`config.mk`:
```
export PLATFORM = sky130hd
export DESIGN_NAME = demux_1x8_8b_reg_flat
export DESIGN_NICKNAME = d
export VERILOG_FILES = /design/src/rtl/demux_1x8_8b_reg_pkg.sv /design/src/rtl/demux_1x8_8b_reg_if.sv /design/src/rtl/demux_1x8_8b_reg_dec.sv /design/src/rtl/demux_1x8_8b_reg.sv /design/src/flat_wrapper.sv
export SDC_FILE = /design/constraint.sdc
export NUM_CORES = 1
export LEC_CHECK = 0
export CAP_MARGIN = 5
export CELL_PAD_IN_SITES_DETAIL_PLACEMENT = 1
export CELL_PAD_IN_SITES_GLOBAL_PLACEMENT = 1
export CORE_MARGIN = 10
export CORE_UTILIZATION = 38
export CTS_CLUSTER_DIAMETER = 100
export CTS_CLUSTER_SIZE = 40
export DETAILED_ROUTE_END_ITERATION = 8
export GPL_TIMING_DRIVEN = 0
export PLACE_DENSITY = 0.76
export SETUP_SLACK_MARGIN = 0.02
export SLEW_MARGIN = 20
export SYNTH_ARGS = -nofsm -noshare
export SYNTH_HDL_FRONTEND = slang
export SYNTH_SLANG_ARGS = --single-unit
```
`constraint.sdc`:
```
create_clock -name clk -period 1.7 [get_ports clk]
set_input_delay 0.34 -clock clk [delete_from_list [all_inputs] [get_ports clk]]
set_output_delay 0.34 -clock clk [all_outputs]
set_load 0.01 [all_outputs]
```
`src/rtl/demux_1x8_8b_reg_pkg.sv`:
```
`default_nettype none
// ============================================================================
// Module      : demux_1x8_8b_reg_pkg
// Description : Shared constants and types for the registered 1-to-8
//               write-side distributor.
// Revision    : 1.0 - initial release
// ============================================================================
package demux_1x8_8b_reg_pkg;

  // Number of holding channels and width of a channel index
  localparam int CH_COUNT = 8;
  localparam int SEL_W    = 3;

  // Default value loaded into every channel on reset and on clear
  localparam logic [7:0] RESET_VAL_DFLT = 8'h00;

  // Control state: normal write service, or the sequenced clear
  typedef enum logic [0:0] {
    IDLE  = 1'b0,
    CLEAR = 1'b1
  } state_t;

endpackage : demux_1x8_8b_reg_pkg
`default_nettype wire

```
`src/rtl/demux_1x8_8b_reg_if.sv`:
```
`default_nettype none
// ============================================================================
// Module      : demux_1x8_8b_reg_if
// Description : Write handshake, clear control and holding-register outputs
//               of the 1-to-8 distributor. The master side is the writer and
//               consumer of the channel outputs; the slave side is the
//               distributor itself.
// Revision    : 1.0 - initial release
// ============================================================================
interface demux_1x8_8b_reg_if
  import demux_1x8_8b_reg_pkg::*;
#(
  parameter int WIDTH = 8
) ();

  // Write side
  logic [WIDTH-1:0]    d;
  logic [SEL_W-1:0]    sel;
  logic                auto_mode;
  logic                in_valid;
  logic                in_ready;
  logic                clr;

  // Holding registers, one per channel
  logic [WIDTH-1:0]    q0;
  logic [WIDTH-1:0]    q1;
  logic [WIDTH-1:0]    q2;
  logic [WIDTH-1:0]    q3;
  logic [WIDTH-1:0]    q4;
  logic [WIDTH-1:0]    q5;
  logic [WIDTH-1:0]    q6;
  logic [WIDTH-1:0]    q7;

  // Status
  logic [CH_COUNT-1:0] wr_stb;
  logic [SEL_W-1:0]    ptr;
  logic                clearing;

  modport master (
    output d, sel, auto_mode, in_valid, clr,
    input  in_ready,
    input  q0, q1, q2, q3, q4, q5, q6, q7,
    input  wr_stb, ptr, clearing
  );

  modport slave (
    input  d, sel, auto_mode, in_valid, clr,
    output in_ready,
    output q0, q1, q2, q3, q4, q5, q6, q7,
    output wr_stb, ptr, clearing
  );

endinterface : demux_1x8_8b_reg_if
`default_nettype wire

```
`src/rtl/demux_1x8_8b_reg_dec.sv`:
```
`default_nettype none
// ============================================================================
// Module      : dec_3to8
// Description : Combinational 3-to-8 one-hot decoder with enable. All outputs
//               are zero when disabled.
// Revision    : 1.0 - initial release
// ============================================================================
module dec_3to8
  import demux_1x8_8b_reg_pkg::*;
(
  input  logic                i_en,
  input  logic [SEL_W-1:0]    i_idx,
  output logic [CH_COUNT-1:0] o_onehot
);

  // Raise the single bit addressed by i_idx when enabled
  always_comb begin
    o_onehot = '0;
    if (i_en) begin
      o_onehot[i_idx] = 1'b1;
    end
  end

endmodule : dec_3to8
`default_nettype wire

```
`src/rtl/demux_1x8_8b_reg.sv`:
```
`default_nettype none
// ============================================================================
// Module      : demux_1x8_8b_reg
// Description : Registered 1-to-8 write-side distributor. Each accepted word
//               is stored into one of eight holding registers, chosen by sel
//               or by an auto-incrementing pointer. A clear request walks a
//               counter through all eight channels, one per cycle.
// Revision    : 1.0 - initial release
// ============================================================================
module demux_1x8_8b_reg
  import demux_1x8_8b_reg_pkg::*;
#(
  parameter int               WIDTH     = 8,
  parameter logic [WIDTH-1:0] RESET_VAL = WIDTH'(RESET_VAL_DFLT)
) (
  input  logic                 clk,
  input  logic                 rst_n,
  demux_1x8_8b_reg_if.slave    bus
);

  localparam logic [SEL_W-1:0] c_LAST_CH = SEL_W'(CH_COUNT - 1);

  state_t              r_state;
  state_t              w_state_nxt;
  logic [SEL_W-1:0]    r_ptr;
  logic [SEL_W-1:0]    r_clr_cnt;
  logic [SEL_W-1:0]    w_target;
  logic [CH_COUNT-1:0] w_wr_oh;
  logic [CH_COUNT-1:0] w_clr_oh;
  logic [CH_COUNT-1:0] r_wr_stb;
  logic                w_in_ready;
  logic                w_clearing;
  logic                w_clr_start;
  logic                w_clr_done;
  logic                w_accept;
  logic [WIDTH-1:0]    w_q [CH_COUNT];

  // State register
  always_ff @(posedge clk or negedge rst_n) begin
    if (!rst_n) begin
      r_state <= IDLE;
    end else begin
      r_state <= w_state_nxt;
    end
  end

  // Next-state and handshake decode; clr wins over a simultaneous write
  always_comb begin
    w_state_nxt = r_state;
    w_in_ready  = 1'b0;
    w_clearing  = 1'b0;
    w_clr_start = 1'b0;
    w_clr_done  = 1'b0;
    case (r_state)
      IDLE: begin
        w_in_ready = !bus.clr;
        if (bus.clr) begin
          w_clr_start = 1'b1;
          w_state_nxt = CLEAR;
        end
      end
      CLEAR: begin
        w_clearing = 1'b1;
        if (r_clr_cnt == c_LAST_CH) begin
          w_clr_done  = 1'b1;
          w_state_nxt = IDLE;
        end
      end
      default: begin
        w_state_nxt = IDLE;
      end
    endcase
  end

  assign w_accept = bus.in_valid && w_in_ready;
  assign w_target = bus.auto_mode ? r_ptr : bus.sel;

  // Write-enable decode for the accepted word
  dec_3to8 u_dec_wr (
    .i_en     (w_accept),
    .i_idx    (w_target),
    .o_onehot (w_wr_oh)
  );

  // Channel selection for the clear walk
  dec_3to8 u_dec_clr (
    .i_en     (w_clearing),
    .i_idx    (r_clr_cnt),
    .o_onehot (w_clr_oh)
  );

  // Clear counter: restarts on entry, steps once per CLEAR cycle, wraps to 0
  always_ff @(posedge clk or negedge rst_n) begin
    if (!rst_n) begin
      r_clr_cnt <= '0;
    end else if (w_clr_start) begin
      r_clr_cnt <= '0;
    end else if (w_clearing) begin
      r_clr_cnt <= r_clr_cnt + 1'b1;
    end
  end

  // Auto pointer: post-increment on auto-mode accepts, zeroed when clear ends
  always_ff @(posedge clk or negedge rst_n) begin
    if (!rst_n) begin
      r_ptr <= '0;
    end else if (w_clr_done) begin
      r_ptr <= '0;
    end else if (w_accept && bus.auto_mode) begin
      r_ptr <= r_ptr + 1'b1;
    end
  end

  // Write strobe: one-cycle pulse aligned with the holding-register update
  always_ff @(posedge clk or negedge rst_n) begin
    if (!rst_n) begin
      r_wr_stb <= '0;
    end else begin
      r_wr_stb <= w_wr_oh;
    end
  end

  // Holding registers; clear and write never target a channel together
  // because writes are only accepted outside the clear sequence
  generate
    for (genvar gi = 0; gi < CH_COUNT; gi++) begin : g_ch
      logic [WIDTH-1:0] r_q;

      // Per-channel holding register
      always_ff @(posedge clk or negedge rst_n) begin
        if (!rst_n) begin
          r_q <= RESET_VAL;
        end else if (w_clr_oh[gi]) begin
          r_q <= RESET_VAL;
        end else if (w_wr_oh[gi]) begin
          r_q <= bus.d;
        end
      end

      assign w_q[gi] = r_q;
    end
  endgenerate

  assign bus.in_ready = w_in_ready;
  assign bus.clearing = w_clearing;
  assign bus.ptr      = r_ptr;
  assign bus.wr_stb   = r_wr_stb;
  assign bus.q0       = w_q[0];
  assign bus.q1       = w_q[1];
  assign bus.q2       = w_q[2];
  assign bus.q3       = w_q[3];
  assign bus.q4       = w_q[4];
  assign bus.q5       = w_q[5];
  assign bus.q6       = w_q[6];
  assign bus.q7       = w_q[7];

endmodule : demux_1x8_8b_reg
`default_nettype wire

```
`src/flat_wrapper.sv`:
```
// flat-port wrapper written by rule: the top's interface ports become plain ports
module demux_1x8_8b_reg_flat import demux_1x8_8b_reg_pkg::*;
#(
  parameter int               WIDTH     = 8,
  parameter logic [WIDTH-1:0] RESET_VAL = WIDTH'(RESET_VAL_DFLT)
)
  (clk, rst_n, bus_d, bus_sel, bus_auto_mode, bus_in_valid, bus_clr, bus_in_ready, bus_q0, bus_q1, bus_q2, bus_q3, bus_q4, bus_q5, bus_q6, bus_q7, bus_wr_stb, bus_ptr, bus_clearing);
  demux_1x8_8b_reg_if #(.WIDTH(WIDTH)) bus_i ();
  input  logic clk;
  input  logic rst_n;
  input wire logic [$bits(bus_i.d)-1:0] bus_d;
  input wire logic [$bits(bus_i.sel)-1:0] bus_sel;
  input wire logic [$bits(bus_i.auto_mode)-1:0] bus_auto_mode;
  input wire logic [$bits(bus_i.in_valid)-1:0] bus_in_valid;
  input wire logic [$bits(bus_i.clr)-1:0] bus_clr;
  output wire logic [$bits(bus_i.in_ready)-1:0] bus_in_ready;
  output wire logic [$bits(bus_i.q0)-1:0] bus_q0;
  output wire logic [$bits(bus_i.q1)-1:0] bus_q1;
  output wire logic [$bits(bus_i.q2)-1:0] bus_q2;
  output wire logic [$bits(bus_i.q3)-1:0] bus_q3;
  output wire logic [$bits(bus_i.q4)-1:0] bus_q4;
  output wire logic [$bits(bus_i.q5)-1:0] bus_q5;
  output wire logic [$bits(bus_i.q6)-1:0] bus_q6;
  output wire logic [$bits(bus_i.q7)-1:0] bus_q7;
  output wire logic [$bits(bus_i.wr_stb)-1:0] bus_wr_stb;
  output wire logic [$bits(bus_i.ptr)-1:0] bus_ptr;
  output wire logic [$bits(bus_i.clearing)-1:0] bus_clearing;
  assign bus_i.d = bus_d;
  assign bus_i.sel = bus_sel;
  assign bus_i.auto_mode = bus_auto_mode;
  assign bus_i.in_valid = bus_in_valid;
  assign bus_i.clr = bus_clr;
  assign bus_in_ready = bus_i.in_ready;
  assign bus_q0 = bus_i.q0;
  assign bus_q1 = bus_i.q1;
  assign bus_q2 = bus_i.q2;
  assign bus_q3 = bus_i.q3;
  assign bus_q4 = bus_i.q4;
  assign bus_q5 = bus_i.q5;
  assign bus_q6 = bus_i.q6;
  assign bus_q7 = bus_i.q7;
  assign bus_wr_stb = bus_i.wr_stb;
  assign bus_ptr = bus_i.ptr;
  assign bus_clearing = bus_i.clearing;
  demux_1x8_8b_reg #(.WIDTH(WIDTH), .RESET_VAL(RESET_VAL)) u_core (.clk(clk), .rst_n(rst_n), .bus(bus_i));
endmodule
```
After elaboration in Yosys (flattened, before gate mapping)
Index checks and enable logic that the tools add are counted.

Add/subtract/negate cells: 2. $lt $le $gt $ge: 4. Equal/unequal tests: 1. Muxes and demuxes: 35. Bitwise gates (word level): 1. Reduce and logical (&&, ||, !) cells: 15.

Operators with widths (count): 8-bit two-way mux (18); 2-bit nonzero test (10); 3-bit two-way mux (5); 1-bit two-way mux (9); 3-bit by 4-bit < comparator with 1-bit output (second input constant) (2); 3-bit by 1-bit adder with 3-bit output (second input constant) (2); 1-bit demux with 3-bit select (2); 3-bit by 1-bit greater-or-equal comparator with 1-bit output (second input constant) (2); 1-bit logical AND (4); 3-bit == test (second input constant) (1); 1-bit case mux with 2 select lines (1); 1-bit zero test (1); 1-bit inverter (1).

Flip-flop bits (word level): 79. Input port bits: 16. Word-level logic and storage cells: 70.

Longest topological paths before layout
Gate-level depths: netlist of run 1.

Depth after elaboration: 8. Gate-level depth with buffers: 5. Mapped depth without buffers: 4.

By module
Synthesis of run 1 repeated with hierarchy kept, for this count alone.

Cells, all modules: 270. Area total of the unflattened synthesis: 3347.0 sq um.

Modules (own cells, without submodules): demux_1x8_8b_reg (instances 1, cells each 254, area each 3155.5 sq um); dec_3to8 at u_core.u_dec_wr (instances 1, cells each 8, area each 96.3 sq um); dec_3to8 at u_core.u_dec_clr (instances 1, cells each 8, area each 95.1 sq um).

Worst setup path before layout of run 1
OpenSTA, ideal clock, no wires.

Kind: reg2reg. Start: register u_core.r_state. End: register u_core.g_ch[7].r_q[0] (netlist: u_core.bus.q7[0]). Setup time: 79 ps. Arrival: 1482 ps. Slack: 138 ps. Cell stages (with the launch flop): 6. Clock period less this slack: 1562 ps. Cells stage by stage: dfrtp_1 -> buf_6 -> or3b_4 -> a211oi_2 -> buf_6 -> mux2i_1.

Word-level cells in the longest chain between the ends: 4. Elaborated cells on any way between the ends: 7. Those cells by class: mux: 5; reduce/logical: 2.

Ends and longest elaborated chain: start, declared (RTL line demux_1x8_8b_reg.sv:23) `state_t r_state;`; start signal, assigned (RTL line demux_1x8_8b_reg.sv:43) `r_state <= w_state_nxt;`; 1-bit two-way mux (RTL line demux_1x8_8b_reg.sv:54) `case (r_state)`; 1-bit logical AND (RTL line demux_1x8_8b_reg.sv:75) `assign w_accept = bus.in_valid && w_in_ready;`; 8-bit two-way mux (RTL line demux_1x8_8b_reg_dec.sv:19) `if (i_en) begin`; net u_core.u_dec_wr.o_onehot[7] (RTL line demux_1x8_8b_reg_dec.sv:13) `output logic [CH_COUNT-1:0] o_onehot`; 2-bit nonzero test (no line); end signal, assigned (RTL line demux_1x8_8b_reg.sv:136) `r_q <= bus.d;`; end, declared (RTL line demux_1x8_8b_reg.sv:127) `logic [WIDTH-1:0] r_q;`.

The timed path passes the listed nets, and every way through them passes these cells. A chain may end at the register's enable or synchronous reset.

Worst setup path in the final report of run 1
Same ends and word-level chain as after synthesis.

==> metrics.md, run 1 <==
| Metric | Value |
|---|---|
| Status | `finished, final reports clean` |
| GRT overflow | `0` |
| Layout Nets | `425` |
| Post-Synthesis Cells | `289` |
| Yosys cell types | `35` |
| Vias post-DR | `2613` |
| Max Buffers Root-to-Sink | `2` |
| Layout cells sized above 1 | `15.6%` |
| Global-route wire length before repair | `16400 um` |
| Top Family by Delay on Critical Path | `flip-flops` |
| Worst Hold Class | `input pin to register` |
| Arr. time, crit path | `1970 ps` |
| GRT Total Usage | `15.9%` |
| Die area | `13200 sq um` |
| Most used DFF post-synth | `dfrtp_1` |
| Routed wire length | `10300 um` |
| Total CTS buffers | `9` |
| Initial antenna violation count | `0` |
| Static Leak | `2.54 nW` |
| Final core utilization | `56.4%` |
| Crit. End Element | `register` |
| R2R Path End | `u_core.bus.q7[0]$_DFFE_PN0P_` |
| Cell Area, Synth | `3430 sq um` |
| Initial Util | `39.2%` |
| Least-Margin Pin Slew | `481 ps` |
| Reg-to-reg setup timing slack | `2 ps` |
| Crit-path max cell delay | `420 ps` |
| # H-tree levels | `3` |
| Endpoints failing setup | `0` |
| Clock Skew | `16.4 ps` |
| FF+latch area | `1980 sq um` |
| Final hold vios | `0` |
| Hpwl dp | `7120 um` |
| Synth-to-layout area growth | `43.8%` |
| Ports | `93` |
| Hold_ws | `476 ps` |
| RR Startpoint | `u_core.r_state$_DFF_PN0_` |
| Worst rel slew slack | `67.9%` |
| Sequential share of the synthesized area | `57.6%` |
| FFs w/ async S/R, synth | `100%` |
| Max-cap viol count | `0` |
| F_max | `0.589 GHz` |
| Worst Path Max Fanout | `5` |
| Fin. max-slew vios | `0` |
| Worst EP required | `1970 ps` |
| Antenna fix cells | `0` |
| Hold EP | `u_core.bus.ptr[2]$_DFFE_PN0P_` |
| Fin crit share | `99.9%` |
| Ys Warns | `0` |
| Hold Startpoint | `bus_auto_mode` |
| Mapped Avg Cell Area | `11.9 sq um` |
| Root buf cell | `clkbuf_8` |
| Clk slew on worst S/H paths | `90 ps` |
| Die Span Y | `115 um` |
| Avg WL per Cell | `19.9 um` |
| Cell depth of the worst hold path | `4` |
| Number of remaining DRC errors | `0` |
| Vias per cell | `5.04` |
| Clock tree from TritonCTS | `built` |
| Final period demand of the worst path | `1700 ps` |
| GPL Wtd Cong | `0.721` |
| EDFF count, synth | `0` |
| CP cell instances | `buf_6, or3b_4, a211oi_4, buf_6, mux2i_2` |
| 1st-pass router iterations | `4` |
| Core area | `8760 sq um` |
| Worst reg-to-reg path cell count | `5` |
| Startpoint type of the worst setup path | `register` |
| CTS sink count | `79` |
| Pin count of the biggest net entering global routing | `48` |
| #FFs+latches synth | `79` |
| Site Rows | `34` |
| Mapped Nets | `308` |
| Starting DRT DRC Count | `88` |
| Power Dens Cells | `1440 nW/um^2` |
| Chip width | `115 um` |
| Fillers | `923` |
| Buffers on Ports | `92` |
| Critical-path top delay cell | `dfrtp_1` |
| Multi-input gate area | `1340 sq um` |
| Vias in the first global route | `2862` |
| RSZ-0062 raised after global routing | `true` |
| Setup CP Type | `register to register` |
| Worst skew pair latency | `360 ps` |
| Buf/Inv on CP | `2` |
| Cell mode on critical path | `buf_6` |
| Post-route ant nets | `0` |
| Max IR drop VDD | `0.701 mV` |
kinds of logic after synthesis:
group / Yosys count / share of synthesized area, %
XOR/XNOR: 1 / 0.255
flip-flops: 79 / 57.6
multiplexers: 68 / 20.0
AO/OA/AOI/OAI: 15 / 3.13
AND/OR/NAND/NOR: 90 / 13.3
buffers and inverters: 33 / 4.59
adder cells (fa/ha/maj): 3 / 1.09
placed cells by master (no fill, tap or decap), types with 6 or more instances in the layout:
cell,netlist,layout
clkbuf_8,0,12
dfrtp_1,79,76
inv_2,6,6
o211ai_1,6,6
buf_6,3,11
nand2_1,66,66
clkdlybuf4s50_1,0,82
buf_4,1,14
mux2i_1,65,62
inv_1,9,9
tightest hold or removal path, stage by stage:
cell,delay (ps)
dlymetal6s2s_1,160
nand4bb_1,130
or3_1,110
a22oi_1,60
flip-flops by register name (all words and copies together), names as in the netlist, 8 cells and up:
signal and cells:
u_core.bus.q0 8, u_core.bus.q1 8, u_core.bus.q2 8, u_core.bus.q3 8, u_core.bus.q4 8, u_core.bus.q5 8
u_core.bus.q6 8, u_core.bus.q7 8, u_core.bus.wr_stb 8
cell type report:
type	count	share of cell area [%]
sequential	79	40.1
multi-input combinational	177	27.1
timing repair buffer	107	21.4
clock buffer	12	3.34
buffer	17	2.89
tap	108	2.74
clock inverter	3	1.32
inverter	15	1.14
cells in the mapped netlist (all sizes together) (2+ instances only):
library cell  count  area (sq um)
nand2b            2          12.5
mux2              2          22.5
o21ai             3          15.0
clkbuf            5          18.8
buf              13          82.6
a211oi            2          25.0
nand2            66           248
inv              15          56.3
a21oi             3          15.0
nor3b             4          41.3
ha                3          37.5
nand4b            3          26.3
o211ai            6          45.0
dfrtp            79          1980
and3b             2          17.5
mux2i            66           664
nand4bb           4          45.0
per-stage QoR:
stage          area, sq um  setup TNS, ps  setup slack, ps  total power, mW  instances
6_report              4940              0             1.98             7.12        518
5_1_grt               4940           -835            -55.0             7.60        518
4_1_cts               4860           -168            -46.2             7.18        513
3_5_place_dp          4510         -22910             -434             5.39        490
3_3_place_gp          4490        -224690            -2570             5.29        489
2_1_floorplan         3430              0              138             3.90        289
report_power, final:
group	internal, mW	switching [mW]	total [mW]
sequential	2.41	0.336	2.74
combinational	1.43	1.33	2.77
clock	0.937	0.671	1.61
per-layer routing:
layer	up-vias	routed length [um]	track usage, %
met1	1326	4510	20.0
met2	71	4960	25.6
met3	9	722	5.73
met5	-	0	0
li1	1207	-	-
met4	0	92	3.71
worst max path at each step:
| stage | endpoint | slack (ps) | depth (start not counted) | from |
|---|---|---|---|---|
| 6_report | u_core.bus.q7[0]$_DFFE_PN0P_ | 2 | 5 | u_core.r_state$_DFF_PN0_ |
| 5_1_grt | u_core.bus.q4[1]$_DFFE_PN0P_ | -50 | 6 | u_core.r_state$_DFF_PN0_ |
| 4_1_cts | u_core.bus.q7[4]$_DFFE_PN0P_ | -50 | 6 | u_core.r_state$_DFF_PN0_ |
| 3_5_place_dp | u_core.bus.q7[0]$_DFFE_PN0P_ | -430 | 5 | bus_clr |
| 3_3_place_gp | u_core.bus.q3[1]$_DFFE_PN0P_ | -2570 | 1 | rst_n |
| 2_1_floorplan | u_core.bus.q7[0]$_DFFE_PN0P_ | 140 | 5 | u_core.r_state$_DFF_PN0_ |
timing repair:
action | CTS | global route
hold buffers | 1 | 0
buffers inserted | 7 | 6
pin swaps | 4 | 10
cloned | 1 | 0
hold endpoints to repair | 32 | 0
endpoints found under the setup margin | 36 | 65
resized for setup | 25 | 22
Note: power is estimated with default switching activity, not from simulation.
==> run 2, diff against run 1 <==
- MAX_ROUTING_LAYER: default -> met4
==> metrics.md, run 2 (synthesis gave the netlist of run 1 again) <==
| Metric | Value |
|---|---|
| Status | `finished, final reports clean` |
| Clock power frac | `22.6%` |
| Max-cap viol count | `0` |
| Fin. max-slew vios | `0` |
| Initial Util | `39.2%` |
| Chip width | `115 um` |
| Max Buffers Root-to-Sink | `2` |
| Antenna fix cells | `0` |
| GRT Total Usage | `16.4%` |
| Net Sw Power | `2.34 mW` |
| Core area | `8760 sq um` |
| Layout Nets | `425` |
| Endpoints failing setup | `0` |
| Site Rows | `34` |
| Max IR drop VDD | `0.717 mV` |
| Die Span Y | `115 um` |
| Vias in the first global route | `2851` |
| DP Area | `4510 sq um` |
| Initial antenna violation count | `0` |
| Final period demand of the worst path | `1690 ps` |
| Hold_ws | `478 ps` |
| Starting DRT DRC Count | `88` |
| Setup CP Type | `register to register` |
| Synth-to-layout area growth | `43.8%` |
| Worst Hold Class | `input pin to register` |
| Root buf cell | `clkbuf_8` |
| Final core utilization | `56.3%` |
| Commonest non-fill, non-tap cell in the layout | `clkdlybuf4s50_1` |
| Startpoint type of the worst setup path | `register` |
| 1st-pass router iterations | `4` |
| Vias per cell | `5.04` |
| Clock Skew | `16.6 ps` |
| Number of remaining DRC errors | `0` |
| Worst EP required | `1960 ps` |
| Most frequent cells in the layout | `83 x clkdlybuf4s50_1, 76 x dfrtp_1, 66 x nand2_1` |
| Die area | `13200 sq um` |
| Static Leak | `2.53 nW` |
| # H-tree levels | `3` |
| Post-route ant nets | `0` |
| GPL Wtd Cong | `0.729` |
| Vias post-DR | `2611` |
| Pint | `4.78 mW` |
| Power Dens Cells | `1440 nW/um^2` |
| Buffers on Ports | `92` |
| Worst skew pair latency | `350 ps` |
| Global-route wire length before repair | `16400 um` |
| Hpwl dp | `7120 um` |
| Pin count of the biggest net entering global routing | `48` |
| Total power | `7.12 mW` |
| Switching Fraction | `32.9%` |
| Fin crit share | `99.6%` |
| Comb pwr share | `38.9%` |
| CTS sink count | `79` |
| Finished layout cell area | `4940 sq um` |
| Least-Margin Pin Slew | `486 ps` |
| Final hold vios | `0` |
| Arr. time, crit path | `1960 ps` |
| Crit. End Element | `register` |
| Layout cells sized above 1 | `15.6%` |
| Final setup TNS | `0 ps` |
| GRT overflow | `0` |
| Sequential share of power | `38.5%` |
| Clk slew on worst S/H paths | `90 ps` |
| RSZ-0062 raised after global routing | `true` |
| Total CTS buffers | `9` |
| Worst Path Max Fanout | `5` |
| Avg WL per Cell | `19.8 um` |
| Clock tree from TritonCTS | `built` |
| F_max | `0.591 GHz` |
| Ports | `93` |
| Worst rel slew slack | `67.6%` |
| Routed wire length | `10300 um` |
==> run 2: cell type report <==
type,count,area [sq um]
plain buffers,17,143
clock buffers,12,165
clock inverters,3,65.1
fillers,922,3830
inverters,15,56.3
multi-input cells,177,1340
flip-flops and latches,79,1980
well taps,108,135
repair buffers,107,1050
==> run 2: stage by stage <==
stage | std cells | worst slack (ps)
finish | 518 | 6.70
global route | 518 | -55.0
CTS | 513 | -46.2
detailed placement | 490 | -434
global placement | 489 | -2570
floorplan | 289 | 138
==> run 2: worst paths after layout <==
path | slack, ps | cells past startpoint | endpoint | from
worst max-delay path | 7 | 5 | u_core.bus.q7[0]$_DFFE_PN0P_ | u_core.r_state$_DFF_PN0_
worst min-delay path | 480 | 4 | u_core.bus.ptr[2]$_DFFE_PN0P_ | bus_auto_mode
worst max register to register | 7 | 5 | u_core.bus.q7[0]$_DFFE_PN0P_ | u_core.r_state$_DFF_PN0_
worst min register to register | 530 | 2 | u_core.bus.q6[7]$_DFFE_PN0P_ | u_core.bus.q6[7]$_DFFE_PN0P_
max in group asynchronous | 610 | 3 | u_core.bus.q1[4]$_DFFE_PN0P_ | rst_n
min in group asynchronous | 490 | 2 | u_core.bus.ptr[2]$_DFFE_PN0P_ | rst_n
==> run 2: repair_timing <==
action                                  in CTS  in global routing
endpoints found under the setup margin      36                 64
buffers inserted                             7                  6
hold endpoints to repair                    32                  0
gates resized for setup                     25                 21
gates cloned                                 1                  0
pin swaps                                    4                 10
hold buffers                                 1                  0
==> run 2: power by group through the flow <==
| stage | clock (mW) | sequential, mW | combinational [mW] |
|---|---|---|---|
| 2_1_floorplan | 0 | 2.95 | 0.954 |
| 3_3_place_gp | 0 | 2.75 | 2.54 |
| 3_5_place_dp | 0 | 2.77 | 2.62 |
| 4_1_cts | 1.65 | 2.74 | 2.78 |
| 5_1_grt | 1.73 | 2.82 | 3.06 |
| 6_report | 1.61 | 2.74 | 2.77 |
==> run 2: critical path, cell delays in order (launching register included) <==
cell	delay (ps)
dfrtp_1	410
buf_6	140
or3b_4	420
a211oi_4	220
buf_6	180
mux2i_2	230
==> run 2: per-layer routing <==
metal	up-vias	track usage [%]	routed length (um)
met5	-	-	0
met4	0	3.71	73
met3	9	4.95	579
met2	66	25.6	4980
met1	1329	20.5	4640
li1	1207	-	-
